**src/rtl/riscv_ctrl_alu.sv**
```systemverilog
// Single-cycle RV32I control slice: main decoder, ALU decoder, ALU and branch resolution.
// All outputs are registered together so a given cycle's outputs describe one instruction.
module riscv_ctrl_alu #(
   parameter int unsigned XLEN = 32
) (
   input  logic            clk,
   input  logic            rst_n,
   input  logic [6:0]      op,
   input  logic [2:0]      funct3,
   input  logic            funct7,
   input  logic [XLEN-1:0] src_a,
   input  logic [XLEN-1:0] src_b,
   output logic [XLEN-1:0] alu_result,
   output logic            Zero,
   output logic            PCSrc,
   output logic            MemWrite,
   output logic            ALUSrc,
   output logic            RegWrite,
   output logic [1:0]      ImmSrc,
   output logic [1:0]      ResultSrc,
   output logic [2:0]      ALUControl
);

   localparam logic [6:0] OpLoad  = 7'b0000011;
   localparam logic [6:0] OpStore = 7'b0100011;
   localparam logic [6:0] OpReg   = 7'b0110011;
   localparam logic [6:0] OpImm   = 7'b0010011;
   localparam logic [6:0] OpBeq   = 7'b1100011;
   localparam logic [6:0] OpJal   = 7'b1101111;

   localparam logic [2:0] AluAdd = 3'b000;
   localparam logic [2:0] AluSub = 3'b001;
   localparam logic [2:0] AluAnd = 3'b010;
   localparam logic [2:0] AluOr  = 3'b011;
   localparam logic [2:0] AluXor = 3'b100;
   localparam logic [2:0] AluSlt = 3'b101;
   localparam logic [2:0] AluSll = 3'b110;
   localparam logic [2:0] AluSrl = 3'b111;

   logic            reg_write_d, alu_src_d, mem_write_d, branch_d, jump_d;
   logic [1:0]      imm_src_d, result_src_d, alu_op_d;
   logic [2:0]      alu_ctrl_d;
   logic [XLEN-1:0] alu_res_d;
   logic            zero_d, pc_src_d;
   logic            slt_lt;

   // Main decoder
   always_comb begin
      reg_write_d  = 1'b0;
      imm_src_d    = 2'b00;
      alu_src_d    = 1'b0;
      mem_write_d  = 1'b0;
      result_src_d = 2'b00;
      branch_d     = 1'b0;
      alu_op_d     = 2'b00;
      jump_d       = 1'b0;
      case (op)
         OpLoad: begin
            reg_write_d  = 1'b1;
            alu_src_d    = 1'b1;
            result_src_d = 2'b01;
         end
         OpStore: begin
            imm_src_d   = 2'b01;
            alu_src_d   = 1'b1;
            mem_write_d = 1'b1;
         end
         OpReg: begin
            reg_write_d = 1'b1;
            alu_op_d    = 2'b10;
         end
         OpImm: begin
            reg_write_d = 1'b1;
            alu_src_d   = 1'b1;
            alu_op_d    = 2'b10;
         end
         OpBeq: begin
            imm_src_d = 2'b10;
            branch_d  = 1'b1;
            alu_op_d  = 2'b01;
         end
         OpJal: begin
            reg_write_d  = 1'b1;
            imm_src_d    = 2'b11;
            result_src_d = 2'b10;
            jump_d       = 1'b1;
         end
         default: ;
      endcase
   end

   // ALU decoder; op[5] separates R-type from I-ALU so addi never subtracts
   always_comb begin
      alu_ctrl_d = AluAdd;
      unique case (alu_op_d)
         2'b00: alu_ctrl_d = AluAdd;
         2'b01: alu_ctrl_d = AluSub;
         default: begin
            case (funct3)
               3'b000:  alu_ctrl_d = (op[5] & funct7) ? AluSub : AluAdd;
               3'b001:  alu_ctrl_d = AluSll;
               3'b010:  alu_ctrl_d = AluSlt;
               3'b100:  alu_ctrl_d = AluXor;
               3'b101:  alu_ctrl_d = AluSrl;
               3'b110:  alu_ctrl_d = AluOr;
               3'b111:  alu_ctrl_d = AluAnd;
               default: alu_ctrl_d = AluAdd;
            endcase
         end
      endcase
   end

   assign slt_lt = $signed(src_a) < $signed(src_b);

   always_comb begin
      alu_res_d = '0;
      case (alu_ctrl_d)
         AluAdd:  alu_res_d = src_a + src_b;
         AluSub:  alu_res_d = src_a - src_b;
         AluAnd:  alu_res_d = src_a & src_b;
         AluOr:   alu_res_d = src_a | src_b;
         AluXor:  alu_res_d = src_a ^ src_b;
         AluSlt:  alu_res_d = {{(XLEN-1){1'b0}}, slt_lt};
         AluSll:  alu_res_d = src_a << src_b[4:0];
         AluSrl:  alu_res_d = src_a >> src_b[4:0];
         default: alu_res_d = '0;
      endcase
   end

   assign zero_d   = (alu_res_d == '0);
   assign pc_src_d = (branch_d & zero_d) | jump_d;

   always_ff @(posedge clk or negedge rst_n) begin
      if (!rst_n) begin
         alu_result <= '0;
         Zero       <= 1'b0;
         PCSrc      <= 1'b0;
         MemWrite   <= 1'b0;
         ALUSrc     <= 1'b0;
         RegWrite   <= 1'b0;
         ImmSrc     <= 2'b00;
         ResultSrc  <= 2'b00;
         ALUControl <= 3'b000;
      end else begin
         alu_result <= alu_res_d;
         Zero       <= zero_d;
         PCSrc      <= pc_src_d;
         MemWrite   <= mem_write_d;
         ALUSrc     <= alu_src_d;
         RegWrite   <= reg_write_d;
         ImmSrc     <= imm_src_d;
         ResultSrc  <= result_src_d;
         ALUControl <= alu_ctrl_d;
      end
   end

endmodule

```
**config.mk**
```make
export PLATFORM = sky130hd
export DESIGN_NAME = riscv_ctrl_alu
export DESIGN_NICKNAME = d
export VERILOG_FILES = /design/src/rtl/riscv_ctrl_alu.sv
export SDC_FILE = /design/constraint.sdc
export NUM_CORES = 1
export LEC_CHECK = 0
export ABC_AREA = 1
export CORE_ASPECT_RATIO = 0.5
export CORE_MARGIN = 1.5
export CORE_UTILIZATION = 70
export DETAILED_ROUTE_END_ITERATION = 7
export DONT_BUFFER_PORTS = 1
export PLACE_DENSITY = 0.95
export SYNTH_ARGS = -nofsm -noshare
export SYNTH_HDL_FRONTEND = slang
export SYNTH_SLANG_ARGS = --single-unit
```
**constraint.sdc**
```tcl
create_clock -name clk -period 0.8 [get_ports clk]
set_input_delay 0.12 -clock clk [delete_from_list [all_inputs] [get_ports clk]]
set_output_delay 0.12 -clock clk [all_outputs]
set_load 0.01 [all_outputs]
```
==> summary.md, run 1 <==
| Metric | Value |
|---|---|
| Synthesized Nets | `2468` |
| Initial Util | `0.719` |
| Status | `stopped before the end` |
| Post-CTS Resized | `465` |
| Number of H-tree levels | `2` |
| CTS buffer count | `5` |
| EDFF count, synth | `0` |
| Routability congestion estimate | `1.29` |
| Sequential area share after synthesis | `0.0930` |
| Failed at | `clock tree synthesis (4_1_cts)` |
| Mapped Avg Cell Area | `5.16 um2` |
| Mapped Cells | `2292` |
| Placed inst area | `15100 um2` |
| Maximum clock path buffer count | `2` |
| Row count | `33` |
| FF+latch count, synth | `44` |
| Stop err | `[ERROR DPL-0038] Utilization greater than 100%, impossible to legalize` |
| Synth Cell Area | `11800 um2` |
| Async SR Flop Fraction | `1.00` |
| Placement Setup Slack | `-2.02 ns` |
| Post-synthesis cell type count | `48` |
| Synth Flop Type | `dfrtp_1` |
| IO Port Bufs | `0` |
| Die Wd | `187 um` |
| Post-CTS setup repair buffer count | `88` |
| Ports | `121` |
| Clock root cell | `clkbuf_16` |
| Chip Height | `95.0 um` |
| Hold_buf cts | `2` |
| Synth warn | `0` |
| CTS sink count | `44` |
| HPWL Detailed | `50800 um` |
-- cell families after synthesis --
family,synth area share
AND/OR/NAND/NOR,0.572
flip-flops,0.0930
XOR/XNOR,0.00666
adder cells (fa/ha/maj),0.106
buffers and inverters,0.147
AO/OA/AOI/OAI,0.0758
-- Yosys cell counts, drive strengths merged, types with 8 or more instances --
library cell    n  area, um2
nand3         433       2210
a21oi          89        449
and2            8       50.1
o21bai         10       75.1
clkbuf         25       93.8
nor2          269       1100
ha             97       1210
o21ai          61        309
inv           333       1260
nand3b         12       90.1
buf            69        385
nor3           16       90.1
nand4          39        265
nand2         759       2910
xor2            9       78.8
dfrtp          44       1100
-- metrics by stage --
step	setup TNS, ns	cells
2_1_floorplan	-34.07	2292
3_5_place_dp	-52.34	2813
3_3_place_gp	-44.63	2813
==> inputs of run 2 (changes only) <==
CORE_ASPECT_RATIO = not set   (was 0.5)
CORE_UTILIZATION = 40   (was 70)
PLACE_DENSITY = not set   (was 0.95)
PLACE_DENSITY_LB_ADDON = 0.15   (was not set)
==> run 2 against run 1 <==
The flow now finishes, with violations (hold timing, setup timing). Synthesized area stayed put. Synthesized cell count stayed put.
==> summary.md, run 2 <==
| Metric | Value |
|---|---|
| Final Cell Area | `19400 um2` |
| Chip Height | `175 um` |
| Die area | `30600 um2` |
| Initial Util | `0.409` |
| GR Util met1 | `0.506` |
| CP Launch Type | `input pin` |
| Busiest grt layer | `met2` |
| Max-slew headroom | `0.626` |
| Failing checks | `hold timing, setup timing` |
| Placed inst area | `16000 um2` |
| Global route overflow | `0` |
| Most frequent cells after synthesis | `nand2_1 (748), nand3_1 (428), inv_1 (316)` |
| CTS buffer count | `5` |
| Sequential area share after synthesis | `0.0930` |
| Number of global-route vias before repair | `16900` |
| Async SR Flop Fraction | `1.00` |
| Nets | `2944` |
| Placement Setup Slack | `-2.11 ns` |
| Initial drt markers | `1669` |
| VDD IR max | `1010 uV` |
| Largest net degree at the start of global routing | `67` |
| Synthesized Nets | `2468` |
| Final Setup Violations | `79` |
| Min cycle time layout | `2.31 ns` |
| CTS tree | `yes` |
| Tcrit/Tclk final | `2.89` |
| Routed Antenna Nets | `0` |
| Yosys top cell area share | `0.237` |
| Average wire per standard cell | `20.7 um` |
| Top reg by flops | `alu_result` |
| Critical path peak fanout | `5` |
| HP Class | `input pin to async pin` |
| Die Wd | `175 um` |
| First-pass GRT wire length | `95200 um` |
| Most common cell after layout, fill and taps aside | `nand2_1` |
| Clock root cell | `clkbuf_16` |
| Max-cap viol count | `0` |
| HPWL Detailed | `51900 um` |
| Top-count cell post-synth | `nand2_1` |
| Area leader, netlist | `nand2_1` |
| Maximum clock path buffer count | `2` |
| Post-synthesis cell type count | `48` |
| Hold Fails Final Rpt | `44` |
| Layout area overhead | `63.5%` |
| Ports | `121` |
| Required time worst endpoint | `1.03 ns` |
| Global Route Usage Sum | `0.407` |
| PD cells | `915 nW/um2` |
| Synth Flop Type | `dfrtp_1` |
| Mapped Cells | `2292` |
| Ratio of cells with drive above 1 in the final layout | `0.406` |
| Tightest Pin Transition | `0.558 ns` |
| Largest regs | `alu_result: 32 flops, ALUControl: 3 flops` |
| FF+latch count, synth | `44` |
| Max-slew violations | `0` |
| WL final | `65400 um` |
| Crit path DAT | `2.55 ns` |
| EDFF count, synth | `0` |
| GRT met3 Usage | `0.0587` |
| Critical Path End Type | `flop` |
| Max Clk Rate | `432 MHz` |
| DR vias | `17600` |
| Commonest cells after routing, fill and taps aside | `nand2_1 (594), buf_4 (462), nand3_1 (358)` |
| Synth Cell Area | `11800 um2` |
| Setup CP Type | `input pin to flop` |
| Hold_buf cts | `2` |
| Largest cells by area after synthesis | `nand2_1 (24%), nand3_1 (18%), ha_1 (10%), inv_1 (10%), dfrtp_1 (9.3%)` |
| Number of H-tree levels | `2` |
| Core area | `28900 um2` |
| Largest register FFs | `32` |
| Pwr Total | `17700 uW` |
| DR vias/cell | `5.57` |
| CTS clk-pin slew, worst paths | `0.06 ns` |
| Final setup margin | `-1.51 ns` |
| GR Util met2 | `0.677` |
| Mapped Avg Cell Area | `5.16 um2` |
| Row count | `62` |
| Pre-antenna DRT Iters | `6` |
| Antenna Diode Count | `0` |
| Antenna violations before repair | `0` |
| P_leak | `0.0102 uW` |
| Status | `complete, but fails checks` |
| Hold_ws | `-0.488 ns` |
| CTS sink count | `44` |
| RSZ-0062 raised after global routing | `true` |
| Filler cells | `2690` |
| Synth warn | `0` |
| Routability congestion estimate | `1.04` |
| DRC | `0` |
| IO Port Bufs | `0` |
run 2: cell counts after synthesis:
No cell type changed its count.
run 2: cell families after synthesis:
family,Yosys count,share of synthesized area
xor gates and xnor gates,9,0.00666
and+or+nand+nor,1544,0.572
buffers and inverters,427,0.147
adders and majority gates,99,0.106
AOI/OAI and AO/OA,169,0.0758
DFF,44,0.0930
run 2: final cells by class:
type / count / area (um2) / area share
Multi-Input combinational cell: 1821 / 11300 / 0.586
Sequential cell: 44 / 1100 / 0.0569
Tap cell: 384 / 480 / 0.0248
Clock inverter: 3 / 46.3 / 0.00239
Inverter: 333 / 1430 / 0.0741
Clock buffer: 5 / 125 / 0.00646
Timing Repair Buffer: 563 / 4820 / 0.249
run 2: final timing paths:
| check | start | slack, ns | cells past startpoint | end |
|---|---|---|---|---|
| max | src_a[0] | -1.51 | 21 | PCSrc |
| min | rst_n | -0.49 | 0 | alu_result[2] |
| max in group asynchronous | rst_n | 1.20 | 0 | alu_result[22] |
| min in group clk | op[5] | 0.04 | 2 | ImmSrc[0] |
run 2: worst max-delay path, cell delays in order:
cell     delay [ns]
ha_4           0.11
inv_2          0.04
fa_2           0.40
inv_2          0.07
nand2_2        0.06
o21ai_4        0.29
nand2_2        0.12
nand2_4        0.09
nand2_1        0.06
nand2_2        0.08
a21oi_1        0.08
nor2_1         0.19
nor2_4         0.07
nor2_4         0.12
nand2_1        0.07
nor2_1         0.10
nand2_1        0.07
nor2_2         0.14
buf_6          0.13
nand3_4        0.06
nand2_2        0.06
run 2: through the flow:
stage | TNS (ns) | hold slack (ns) | cells | util
detailed placement | -51.17 | -0.175 | 3075 | 0.555
global placement | -50.72 | -0.175 | 3075 | 0.555
global route | -38.38 | -0.501 | 3153 | 0.669
CTS | -32.26 | -0.494 | 3122 | 0.630
finish | -34.98 | -0.488 | 3153 | 0.669
floorplan | -34.07 | -0.176 | 2292 | -
run 2: report_power, final:
part	switching [uW]	internal [uW]	total, uW	leakage, uW
Clock	913	1480	2400	0.0000804
Sequential	270	2530	2810	0.000540
Combinational	6960	5540	12500	0.00957
Total	8140	9560	17700	0.0102
run 2: routing by layer:
layer,wire [um],vias to the layer above
li1,-,8219
met2,29700,905
met3,5640,246
met1,25700,8194
met5,0,-
met4,4440,0
run 2: timing repair:
item,in CTS,in global routing
setup endpoints to repair,78,83
resized for setup,470,235
setup buffers,44,35
pin swaps,141,112
hold endpoints to repair,47,44
gates cloned,1,2
Note: power is estimated with default switching activity, not from simulation.
==> inputs of run 3 (changes only) <==
CORE_MARGIN = not set   (was 1.5)
==> run 3 against run 2 <==
The run still ends with hold timing, setup timing left. Non-clock buffer count is 31 higher. Sequential share of layout area is 0.063 points lower. Core utilization is 0.83 points higher. Via count is 0.52% higher. Final cell count is 0.98% higher. Global-route usage is 0.90 points higher. Combinational power hardly changed. Sequential power hardly changed. Critical endpoint unchanged.
==> summary.md, run 3 (synthesis gave the netlist of run 2 again) <==
| Metric | Value |
|---|---|
| Status | `complete, but fails checks` |
| Failing checks | `hold timing, setup timing` |
| CTS tree | `yes` |
| CTS clk-pin slew, worst paths | `0.07 ns` |
| Global route overflow | `0` |
| Most used cell, CP | `nand3_1` |
| HP Class | `input pin to async pin` |
| Hold_buf cts | `2` |
| Largest register FFs | `32` |
| Layout area overhead | `65.5%` |
| Initial drt markers | `1581` |
| Placed inst area | `16200 um2` |
| Row count | `62` |
| CTS sink count | `44` |
| Post-Route Utilization | `0.677` |
| Initial Util | `0.409` |
| Max Clk Rate | `439 MHz` |
| Final Setup Violations | `81` |
| Number of H-tree levels | `2` |
| Required time worst endpoint | `1.03 ns` |
| CTS buffer count | `5` |
| Setup CP Type | `input pin to flop` |
| Ratio of cells with drive above 1 in the final layout | `0.410` |
| Crit path DAT | `2.51 ns` |
| Largest regs | `alu_result: 32 flops, ALUControl: 3 flops` |
| Routed Antenna Nets | `0` |
| Hold Fails Final Rpt | `45` |
| VDD IR max | `1050 uV` |
| Average wire per standard cell | `20.7 um` |
| Non-Filler Instances | `3184` |
| Critical path peak fanout | `3` |
| Chip Height | `174 um` |
| CP Launch Type | `input pin` |
| DR vias/cell | `5.55` |
| IO Port Bufs | `0` |
| DR vias | `17700` |
| Maximum clock path buffer count | `2` |
| Register area | `1100 um2` |
| Die Wd | `174 um` |
| Footprint of the multi-input gates | `11400 um2` |
| Placed Cells | `3098` |
| Antenna Diode Count | `0` |
| First-pass GRT wire length | `96400 um` |
| WL final | `65900 um` |
| Final Cell Area | `19600 um2` |
| Tcrit/Tclk final | `2.85` |
| Max-slew headroom | `0.668` |
| Hold_ws | `-0.490 ns` |
| P_leak | `0.0104 uW` |
| Clock root cell | `clkbuf_16` |
| Global Route Usage Sum | `0.416` |
| Routability congestion estimate | `1.01` |
| Tightest Pin Transition | `0.494 ns` |
| Commonest cells after routing, fill and taps aside | `nand2_1 (599), buf_4 (485), nand3_1 (371)` |
| Most common cell after layout, fill and taps aside | `nand2_1` |
| DRC | `0` |
| CP max stage cell | `a21oi_1` |
| Min cycle time layout | `2.28 ns` |
| Pwr Total | `17900 uW` |
| Pre-antenna DRT Iters | `8` |
| Nets | `2975` |
| Antenna violations before repair | `1` |
| Max-cap viol count | `0` |
| HPWL Detailed | `52200 um` |
| Filler cells | `2630` |
| Top reg by flops | `alu_result` |
| Largest net degree at the start of global routing | `67` |
| CP cell instances | `inv_1, buf_4, nand2_1, buf_4, nand3_1, nand3_1, nand3_1, nand3_1, a21oi_1, nand3_1, nor2_2, nand2_1, nor2_1, nand2_1, nor2_4, nand3_2, nand2_1` |
| Die area | `30300 um2` |
| Max-slew violations | `0` |
| Critical Path End Type | `flop` |
| RSZ-0062 raised after global routing | `true` |
| Ports | `121` |
| CP Buf/Inv Count | `3` |
| Crit-path max cell delay | `0.41 ns` |
| Sum Neg Setup Slack | `-35.25 ns` |
| Core area | `28900 um2` |
| Crit path max-delay family | `simple AND/OR/NAND/NOR gates` |
| PD cells | `915 nW/um2` |
| Final setup margin | `-1.48 ns` |
| Number of global-route vias before repair | `17100` |
-- run 3: cell types whose count changed in the layout (fill, tap and decap cells not counted), sizes merged --
cell / delta
clkinv: -1
dlygate4sd3: +1
bufbuf: -1
clkbuf: -2
inv: +5
buf: +34
dlymetal6s4s: -1
clkinvlp: -4
-- run 3: worst paths after layout --
check	from	endpoint	slack [ns]	cells past startpoint
setup / recovery	src_a[11]	PCSrc	-1.48	17
hold / removal	rst_n	ResultSrc[0]	-0.49	0
max in group asynchronous	rst_n	alu_result[23]	1.19	0
min in group clk	op[4]	ResultSrc[0]	-0.01	2
-- run 3: layout make-up --
cell class,count,share of cell area
timing repair buffer,594,0.257
clock inverter,3,0.00236
multi-input combinational,1821,0.582
tap,384,0.0245
inverter,333,0.0715
sequential,44,0.0563
clock buffer,5,0.00639
-- run 3: through the flow --
| stage | hold slack, ns | setup slack, ns |
|---|---|---|
| after CTS | -0.491 | -1.39 |
| final | -0.490 | -1.48 |
| after global routing | -0.498 | -1.54 |
| after floorplan | -0.176 | -1.46 |
| after detailed placement | -0.175 | -2.28 |
| after global placement | -0.175 | -2.27 |
-- run 3: repair_timing --
item,CTS,global route
gates cloned,1,0
setup buffers,52,37
pin swaps,155,111
endpoints found under the hold margin,46,45
gates resized for setup,492,218
setup endpoints to repair,79,83
-- run 3: power breakdown --
| group | internal [uW] | leakage (uW) | switching, uW |
|---|---|---|---|
| logic | 5610 | 0.00975 | 7140 |
| registers | 2530 | 0.000538 | 267 |
| clock network | 1480 | 0.0000804 | 902 |
| total | 9630 | 0.0104 | 8310 |
-- run 3: routing by layer --
metal | GRT usage | wire length [um] | vias up
met4 | 0.182 | 3450 | 0
met3 | 0.0634 | 5370 | 223
li1 | - | - | 8298
met2 | 0.714 | 30600 | 839
met1 | 0.513 | 26400 | 8296
met5 | 0 | 0 | -
==> inputs of run 4 (changes only) <==
CORE_ASPECT_RATIO = 0.5   (was not set)
==> run 4 against run 3 <==
Worst setup slack got worse by 0.061 ns. Via count fell by 0.58%. Hold slack improved by 0.0058 ns. Combinational power barely moved. Cell area fell by 1.8%. Sequential power barely moved. The flow still finishes with violations (hold timing, setup timing). Power fell by 1.9%. Final cell count fell by 0.94%. Clock power fell by 15%. First-iteration DRC count rose by 33%. Critical endpoint unchanged. Fmax fell by 2.6%. Flip-flop and latch count did not move.
==> summary.md, run 4 (synthesis gave the netlist of run 2 again) <==
| Metric | Value |
|---|---|
| Global route overflow | `0` |
| Routability congestion estimate | `1.06` |
| Max Clk Rate | `428 MHz` |
| CTS buffer count | `5` |
| Clock root cell | `clkbuf_16` |
| Hold Fails Final Rpt | `44` |
| CP max stage cell | `fa_2` |
| Nets | `2938` |
| Crit path max-delay family | `simple AND/OR/NAND/NOR gates` |
| Clock share of power | `0.116` |
| Die area | `30300 um2` |
| RSZ-0062 raised after global routing | `true` |
| Antenna violations before repair | `0` |
| CTS tree | `yes` |
| Critical path peak fanout | `42` |
| Final setup margin | `-1.54 ns` |
| Number of H-tree levels | `2` |
| Crit-path max cell delay | `0.40 ns` |
| DR vias | `17600` |
| Pwr Total | `17600 uW` |
| Largest regs | `alu_result: 32 flops, ALUControl: 3 flops` |
| Placement Setup Slack | `-1.87 ns` |
| Setup CP Type | `input pin to flop` |
| Die Wd | `245 um` |
| Antenna Diode Count | `0` |
| Filler cells | `2717` |
| Reg power frac | `0.161` |
| CP Launch Type | `input pin` |
| Global Route Usage Sum | `0.413` |
| CP cell instances | `ha_4, inv_2, fa_2, inv_2, nand2_4, o21ai_4, nand2_2, nand2_4, nand2_2, nand2_4, buf_4, nand2_1, nand2_1, nand2_1, nand2_1, nor2_2, nor2_4, nand2_1, nor2_1, nand2_1, nor2_2, nand3_1, nand2_1` |
| Ratio of cells with drive above 1 in the final layout | `0.394` |
| Hold_buf cts | `2` |
| Hold_ws | `-0.484 ns` |
| Chip Height | `124 um` |
| Final Setup Violations | `75` |
| DR vias/cell | `5.57` |
| Min cycle time layout | `2.34 ns` |
| Largest register FFs | `32` |
| Commonest cells after routing, fill and taps aside | `nand2_1 (605), buf_4 (457), nand3_1 (360)` |
| IO Port Bufs | `0` |
| Tightest Pin Transition | `0.463 ns` |
| WL final | `67000 um` |
| Number of global-route vias before repair | `15400` |
| CTS clk-pin slew, worst paths | `0.07 ns` |
| Most used cell, CP | `nand2_1` |
| Worst setup path end | `PCSrc` |
| P_sw | `8370 uW` |
| CTS sink count | `44` |
| First-pass GRT wire length | `92300 um` |
| Row count | `44` |
| Max-cap viol count | `0` |
| Crit path DAT | `2.57 ns` |
| P_int | `9230 uW` |
| Routed Antenna Nets | `0` |
| Maximum clock path buffer count | `2` |
| Crit path depth | `23` |
| Tcrit/Tclk final | `2.92` |
| PD cells | `915 nW/um2` |
| Top reg by flops | `alu_result` |
| CP Buf/Inv Count | `3` |
| Core area | `29100 um2` |
| Worst Setup SP | `src_b[0]` |
| Failing checks | `hold timing, setup timing` |
| Pre-antenna DRT Iters | `8` |
| Max-slew headroom | `0.688` |
| Average wire per standard cell | `21.3 um` |
| HP Class | `input pin to async pin` |
| Initial drt markers | `2100` |
| Critical Path End Type | `flop` |
| Most common cell after layout, fill and taps aside | `nand2_1` |
| Required time worst endpoint | `1.03 ns` |
| Status | `complete, but fails checks` |
| VDD IR max | `1920 uV` |
| HPWL Detailed | `53000 um` |
| DRC | `0` |
| Initial Util | `0.407` |
| Layout area overhead | `62.6%` |
| Gate power share | `0.724` |
| Largest net degree at the start of global routing | `67` |
| P_leak | `0.0102 uW` |
| Max-slew violations | `0` |
| Switch share | `0.476` |
| Ports | `121` |
run 4: power groups by stage:
| stage | logic, uW | clock network, uW | registers, uW |
|---|---|---|---|
| 3_5_place_dp | 9710 | 0 | 2870 |
| 3_3_place_gp | 9680 | 0 | 2860 |
| 5_1_grt | 13500 | 2190 | 2870 |
| 6_report | 12700 | 2040 | 2830 |
| 4_1_cts | 10600 | 2040 | 2840 |
| 2_1_floorplan | 5180 | 0 | 2820 |
run 4: routing by layer:
layer	vias up	routed length [um]	GRT usage
met5	-	0	0
met4	0	1440	0.0637
met3	114	9350	0.148
met2	1001	27300	0.603
met1	8244	28900	0.583
li1	8194	-	-
run 4: what timing repair did:
action | in CTS | in global routing
setup endpoints to repair | 75 | 80
gates cloned | 1 | 3
setup buffers | 29 | 64
hold endpoints to repair | 47 | 44
pin swaps | 55 | 172
resized for setup | 218 | 464
run 4: final cells by class:
| cell class | count | area (um2) | area share |
|---|---|---|---|
| Clock buffer | 5 | 125 | 0.00650 |
| Tap cell | 391 | 489 | 0.0254 |
| Timing Repair Buffer | 556 | 4750 | 0.247 |
| Inverter | 333 | 1430 | 0.0741 |
| Clock inverter | 3 | 21.3 | 0.00111 |
| Sequential cell | 44 | 1100 | 0.0572 |
| Multi-Input combinational cell | 1822 | 11300 | 0.589 |
run 4: stage by stage:
step | std cells | TNS, ns | utilization | cell area [um2]
floorplan | 2292 | -34.07 | - | 12300
global placement | 3072 | -50.53 | 0.550 | 16000
detailed placement | 3072 | -51.06 | 0.550 | 16000
CTS | 3110 | -34.48 | 0.591 | 17200
global route | 3154 | -39.11 | 0.662 | 19200
finish | 3154 | -36.31 | 0.662 | 19200
run 4: worst min-delay path by stage:
stage	startpoint	to	slack (ns)	cells past startpoint
final	rst_n	ResultSrc[1]	-0.48	0
after global routing	rst_n	ImmSrc[0]	-0.49	0
after CTS	rst_n	ResultSrc[1]	-0.48	0
after detailed placement	rst_n	ResultSrc[1]	-0.17	0
after global placement	rst_n	ResultSrc[1]	-0.17	0
after floorplan	rst_n	ALUControl[0]	-0.18	0
